[src/rtl/spi_flash_cmd_ctrl.sv]
// SPI flash command controller: issues RDID (0x9F, 24 data bits) or RDSR (0x05, 8 data bits)
// in SPI mode 0 and returns the shifted-in result on data_out with a one-cycle done pulse.
module spi_flash_cmd_ctrl #(
   parameter int CLK_DIV = 2
) (
   input  logic        clk,
   input  logic        reset,
   input  logic        req_rdid,
   input  logic        req_rdsr,
   input  logic        miso,
   output logic        cs_n,
   output logic        sck,
   output logic        mosi,
   output logic [23:0] data_out,
   output logic        done_rdid,
   output logic        done_rdsr,
   output logic        busy
);

   // state       | meaning
   // IDLE        | waiting for a request, arbitrating between RDID and RDSR
   // ASSERT_CS   | cs_n low, sck low, mosi = instruction bit 7, CLK_DIV cycles
   // SEND_INST   | shifting out the 8 instruction bits, MSB first
   // GET_DATA    | shifting in 24 (RDID) or 8 (RDSR) bits from miso
   // DEASSERT_CS | cs_n high for CLK_DIV cycles before returning to IDLE
   typedef enum logic [2:0] {
      IDLE,
      ASSERT_CS,
      SEND_INST,
      GET_DATA,
      DEASSERT_CS
   } state_t;

   localparam logic [7:0] DIV_LOAD = 8'(CLK_DIV - 1);

   state_t      state;
   logic [7:0]  div_cnt;
   logic [5:0]  bit_cnt;
   logic [7:0]  inst;
   logic [23:0] shreg;
   logic        last_grant;   // 1 = RDID was granted last, 0 = RDSR
   logic        cur_rdid;
   logic        grant_any;
   logic        grant_rdid;
   logic [7:0]  inst_sel;

   always_comb begin
      grant_any  = (req_rdid || req_rdsr) && !done_rdid && !done_rdsr;
      grant_rdid = req_rdid && (!req_rdsr || !last_grant);
      inst_sel   = grant_rdid ? 8'h9F : 8'h05;
   end

   always_ff @(posedge clk) begin
      if (reset) begin
         state      <= IDLE;
         cs_n       <= 1'b1;
         sck        <= 1'b0;
         mosi       <= 1'b0;
         data_out   <= 24'h0;
         done_rdid  <= 1'b0;
         done_rdsr  <= 1'b0;
         busy       <= 1'b0;
         last_grant <= 1'b0;
         cur_rdid   <= 1'b0;
         div_cnt    <= 8'h0;
         bit_cnt    <= 6'h0;
         inst       <= 8'h0;
         shreg      <= 24'h0;
      end else begin
         done_rdid <= 1'b0;
         done_rdsr <= 1'b0;
         case (state)
            IDLE: begin
               if (grant_any) begin
                  state      <= ASSERT_CS;
                  busy       <= 1'b1;
                  cs_n       <= 1'b0;
                  sck        <= 1'b0;
                  cur_rdid   <= grant_rdid;
                  last_grant <= grant_rdid;
                  inst       <= inst_sel;
                  mosi       <= inst_sel[7];
                  shreg      <= 24'h0;
                  div_cnt    <= DIV_LOAD;
               end
            end
            ASSERT_CS: begin
               if (div_cnt == 8'h0) begin
                  state   <= SEND_INST;
                  div_cnt <= DIV_LOAD;
                  bit_cnt <= 6'd7;
               end else begin
                  div_cnt <= div_cnt - 8'h1;
               end
            end
            SEND_INST: begin
               if (div_cnt != 8'h0) begin
                  div_cnt <= div_cnt - 8'h1;
               end else begin
                  div_cnt <= DIV_LOAD;
                  if (!sck) begin
                     sck <= 1'b1;
                  end else begin
                     sck <= 1'b0;
                     if (bit_cnt == 6'h0) begin
                        state   <= GET_DATA;
                        mosi    <= 1'b0;
                        bit_cnt <= cur_rdid ? 6'd23 : 6'd7;
                     end else begin
                        bit_cnt <= bit_cnt - 6'h1;
                        inst    <= {inst[6:0], 1'b0};
                        mosi    <= inst[6];
                     end
                  end
               end
            end
            GET_DATA: begin
               if (div_cnt != 8'h0) begin
                  div_cnt <= div_cnt - 8'h1;
               end else begin
                  div_cnt <= DIV_LOAD;
                  if (!sck) begin
                     sck   <= 1'b1;
                     shreg <= {shreg[22:0], miso};
                  end else begin
                     sck <= 1'b0;
                     if (bit_cnt == 6'h0) begin
                        state <= DEASSERT_CS;
                        cs_n  <= 1'b1;
                     end else begin
                        bit_cnt <= bit_cnt - 6'h1;
                     end
                  end
               end
            end
            DEASSERT_CS: begin
               if (div_cnt == 8'h0) begin
                  state     <= IDLE;
                  busy      <= 1'b0;
                  data_out  <= shreg;
                  done_rdid <= cur_rdid;
                  done_rdsr <= !cur_rdid;
               end else begin
                  div_cnt <= div_cnt - 8'h1;
               end
            end
            default: begin
               state <= IDLE;
               cs_n  <= 1'b1;
               sck   <= 1'b0;
               mosi  <= 1'b0;
               busy  <= 1'b0;
            end
         endcase
      end
   end

endmodule

[config.mk]
export PLATFORM = sky130hd
export DESIGN_NAME = spi_flash_cmd_ctrl
export DESIGN_NICKNAME = d
export VERILOG_FILES = /design/src/rtl/spi_flash_cmd_ctrl.sv
export SDC_FILE = /design/constraint.sdc
export NUM_CORES = 1
export LEC_CHECK = 0
export BUFFER_PORTS_ARGS = -buffer_cell sky130_fd_sc_hd__buf_2
export CORE_MARGIN = 2
export CORE_UTILIZATION = 40
export DETAILED_ROUTE_END_ITERATION = 7
export GPL_ROUTABILITY_DRIVEN = 0
export PLACE_DENSITY_LB_ADDON = 0.15
export SYNTH_ARGS = -nofsm -noshare
export SYNTH_HDL_FRONTEND = slang
export SYNTH_SLANG_ARGS = --single-unit
[constraint.sdc]
create_clock -name clk -period 2.5 [get_ports clk]
set_input_delay 0.5 -clock clk [delete_from_list [all_inputs] [get_ports clk]]
set_output_delay 0.5 -clock clk [all_outputs]
set_load 0.02 [all_outputs]
Word-level counts from Yosys, hierarchy flattened:

Cells that the tools add are included.

* register bits after elaboration: 79
* bits in latches: 0
* RAM bits: 0
* memory bits (read-only): 0
* output and inout bits: 30
* word-level logic and storage cells: 123
* memories kept: 0

* add/subtract/negate cells: 2
* $mul: 0
* divide/modulo/power cells: 0
* order comparisons: 0
* eq/ne operators: 18
* shift-type cells: 0
* mux-type cells: 50
* bitwise operators: 6
* reductions and logical operators: 34

Operator list (number)
* $mux 24: 3
* $pmux 24 s2: 1
* $mux 6: 7
* $mux 8: 5
* $pmux 8 s4: 1
* $mux 7: 4
* $ne 2x2->1 const B: 14
* $mux 3: 9
* $pmux 6 s3: 1
* $pmux 3 s5: 1
* $pmux 7 s2: 1
* $mux 1: 12
* $pmux 1 s3: 4
* $reduce_or 3->1: 4
* $reduce_and 5->1: 2
* $reduce_and 3->1: 3
* $reduce_and 9->1: 1
* $logic_not 8->1: 1
* $reduce_and 4->1: 2
* $reduce_bool 8->1: 1
* $sub 8x1->8 const B: 1
* $reduce_and 7->1: 1
* $eq 3x2->1 const B: 2
* $logic_not 6->1: 1
* other kinds (14): 28

Depth between registers and ports, before layout:

* word-level depth: 6
* gate-level depth with buffers: 9

Least setup slack after synthesis:

Ideal clock, no wire load.

* kind: reg-to-reg
* start: register div_cnt[0]
* end: register bit_cnt[3]
* library setup time: 70 ps
* arrival time: 1910 ps
* data required time: 2430 ps
* path slack: 520 ps
* stages on the path, launching flop included: 8
* buffers on the path: 0
* path through: dfxtp_1 -> inv_1 -> ha_1 -> or3b_2 -> nor2_8 -> o2111ai_4 -> or3_1 -> a21oi_1

* word-level cells in the longest chain between the ends: 3
* elaborated cells on any way between the ends: 6

RTL lines
* start: declaration: line 37 `logic [7:0] div_cnt;`
* start signal: assignment: line 93 `div_cnt <= div_cnt - 8'h1;`
* start signal: assignment: line 98 `div_cnt <= div_cnt - 8'h1;`
* start signal: assignment: line 119 `div_cnt <= div_cnt - 8'h1;`
* $logic_not 8->1 / $reduce_bool 8->1 (equally long branches): line 88, 97, 118
* $ne 2x2->1 (no source line)
* $reduce_and 7->1 (no source line) (*)
* end signal: assignment: line 108 `bit_cnt <= cur_rdid ? 6'd23 : 6'd7;`
* end signal: assignment: line 110 `bit_cnt <= bit_cnt - 6'h1;`
* end signal: assignment: line 131 `bit_cnt <= bit_cnt - 6'h1;`
* end: declaration: line 38 `logic [5:0] bit_cnt;`

Mark *: on every way between the ends. The rest lies on a longest branch, timed or not.
A chain may end at the register's enable or synchronous reset.

Final worst setup path:

* start: register div_cnt[2]
* end: register bit_cnt[3]

Same word-level chain as after synthesis.

==> results.cfg <==
[cts]
cts_tree = done
post-cts-setup-buffers = 0
worstSkewPairLatency_ns = 0.34
h-tree-depth = 3
cts.sinks = 79
clk_pin_slew_ns = 0.09
cts_root_buffer = clkbuf_8
post_cts_resize_count = 0
cts-buffers-inserted = 9
cts_max_path_buffers = 2
hold_buffers = 0

[yosys]
syn-mean-instance-area_um2 = 8.16
synth_area_um2 = 3510
ys_seq_area_share_pct = 45.1
async_reset_ff_share_pct = 0
ys_seq_elements = 79
yosysMostFrequentCell = nand2_1
yosysWarnings = 0
synth_top_cell_by_area = dfxtp_1
ys_types = 60
synth_common_cells = 92 x nand2_1, 79 x dfxtp_1, 32 x a21oi_1
synth.area.top_cells = dfxtp_1 45%, nand2_1 9.8%, a21oi_1 4.6%
yosysTopAreaCellShare_pct = 45.1
netlist_instances = 430
synth-edff-count = 0
syn_nets = 439
synthFlopType = dfxtp_1

[floorplanning]
die_h_um = 97.7
core_um2 = 8590
rows = 34
start_util_pct = 40.8
chipWidth_um = 97.7
die_area_um2 = 9540
ioPinCount = 35

[routing]
drt_iter0_drc = 78
drt-pass1-iter-count = 4
num_vias = 2996
drc = 0
wl_per_cell_um = 13.3
viasPerCell = 5.23
wirelength_um = 7640
detail-route-antenna-nets = 0

[power_and_ir_drop]
p_leak_nw = 1.47
p_per_area_nw_per_um2 = 1110
total_power_mw = 4.42
vdd_ir_drop_max_v = 0.000393

[cells_and_area]
area_growth_pct = 14.1
final_area_um2 = 4000
nets = 469
layoutNonFillerInstCount = 573
drive_above_1_share_pct = 19.1
fin_util_pct = 46.6
diodes = 0

[timing]
max_freq_ghz = 0.456
finalCriticalPeriod_ns = 2.19
hold_viol_final = 0
rsz0062_at_grt = no
slew_headroom_pct = 59.5
finalSetupViolations = 0
finalCritPeriodShare_pct = 87.7
skew_ns = 0.00727
worstMarginPinSlew_ns = 0.604
final.setup.tns_ns = 0
drv_slew = 0

[global_routing]
grt_first_pass_wirelength_um = 13400
grt_max_degree = 49
met1_usage_pct = 22.7
met2_usage_pct = 26.5
grt_pass1_vias = 2827
antenna_found_initial = 0
busiest_layer = met2
use_met3_pct = 4.24
grt-ovfl-total = 0
grt_usage_pct = 16.7

[placement]
port_buffers = 34
dpl.hpwl_um = 5120
post-place-cells = 557
placed_cell_area_um2 = 3800

[setup_path]
worstSetupStartpointType = flip-flop
path_class = flip-flop to flip-flop
required_ns = 2.78
path_max_fanout = 10
r2r_cells = 5
end_kind = flip-flop
cp.arrival_ns = 2.47

[job]
maxCapViolations = 0

[worst_hold_path]
hp-class = input port to flip-flop
hold_depth = 3

[run_status]
status = completed
==> metal layers <==
metal  vias to the layer above  part of all wire [%]
met5                         -                     0
met4                         0                  0.77
met3                         4                   3.8
met2                        55                    47
met1                      1384                    49
li1                       1553                     -
==> sequential cells by signal, summed over array words and instances (netlist names), 3 cells and up <==
name and cells:
bit_cnt 6, inst 7, div_cnt 8, state 3, shreg 24, data_out 24
==> worst max-delay path, cell delays in order (launching register included) <==
cell and delay [ns]:
dfxtp_1 0.36, or4_1 0.74, nor2_8 0.25, o2111ai_4 0.22, or3_1 0.42, a21oi_1 0.14
==> kinds of logic after synthesis <==
family | Yosys count | share of synthesized area [%]
mux | 1 | 0.321
fa+ha+maj | 4 | 1.43
compound gates | 108 | 20.4
simple gates | 194 | 26.3
flops | 79 | 45.1
buf+inv | 40 | 5.53
xor+xnor | 4 | 0.999
==> area by class of cell <==
class | instances | area [um2]
multi-input combinational | 311 | 1750
timing repair buffer | 47 | 293
tap | 108 | 135
sequential | 79 | 1580
fill | 904 | 4590
inverter | 12 | 45.0
clock buffer | 10 | 128
clock inverter | 6 | 70.1
==> power by group <==
part | internal, mW | switching [mW] | total, mW
Clock | 0.469 | 0.482 | 0.951
Sequential | 1.42 | 0.181 | 1.60
Combinational | 0.726 | 1.14 | 1.87
Total | 2.62 | 1.81 | 4.42
==> layout by cell type (no fill, tap or decap), drive strengths merged, types with 2 or more instances in the layout <==
cell type,n
a221oi,2
or2,3
or4,2
a2111oi,3
nor2,31
o31ai,2
nor4,6
nor2b,2
dfxtp,79
clkinv,5
inv,12
o21a,2
nand3,29
buf,47
ha,4
nor3,9
and2,2
a21oi,43
a21o,3
nand2b,4
or3,3
clkbuf,10
o2111ai,2
a31oi,4
and4,4
nor3b,3
a211oi,8
nand2,92
o21ai,29
xnor2,3
==> path summary, 6_finish.rpt <==
path / from / end / slack [ns]
worst max-delay path: div_cnt[2]$_SDFFE_PP0P_ / bit_cnt[3]$_SDFFE_PP0P_ / 0.31
worst min-delay path: miso / shreg[0]$_SDFFE_PP0P_ / 0.39
worst max register to register: div_cnt[2]$_SDFFE_PP0P_ / bit_cnt[3]$_SDFFE_PP0P_ / 0.31
worst min register to register: data_out[11]$_SDFFE_PP0P_ / data_out[11]$_SDFFE_PP0P_ / 0.45
==> stage by stage <==
stage / hold WS (ns) / worst slack (ns)
final: 0.388 / 0.309
after global routing: 0.397 / 0.156
after CTS: 0.365 / 0.296
after detailed placement: 0.443 / 0.305
after global placement: 0.437 / 0.361
after floorplan: 0.425 / 0.520
(Power assumes the default switching activity.)
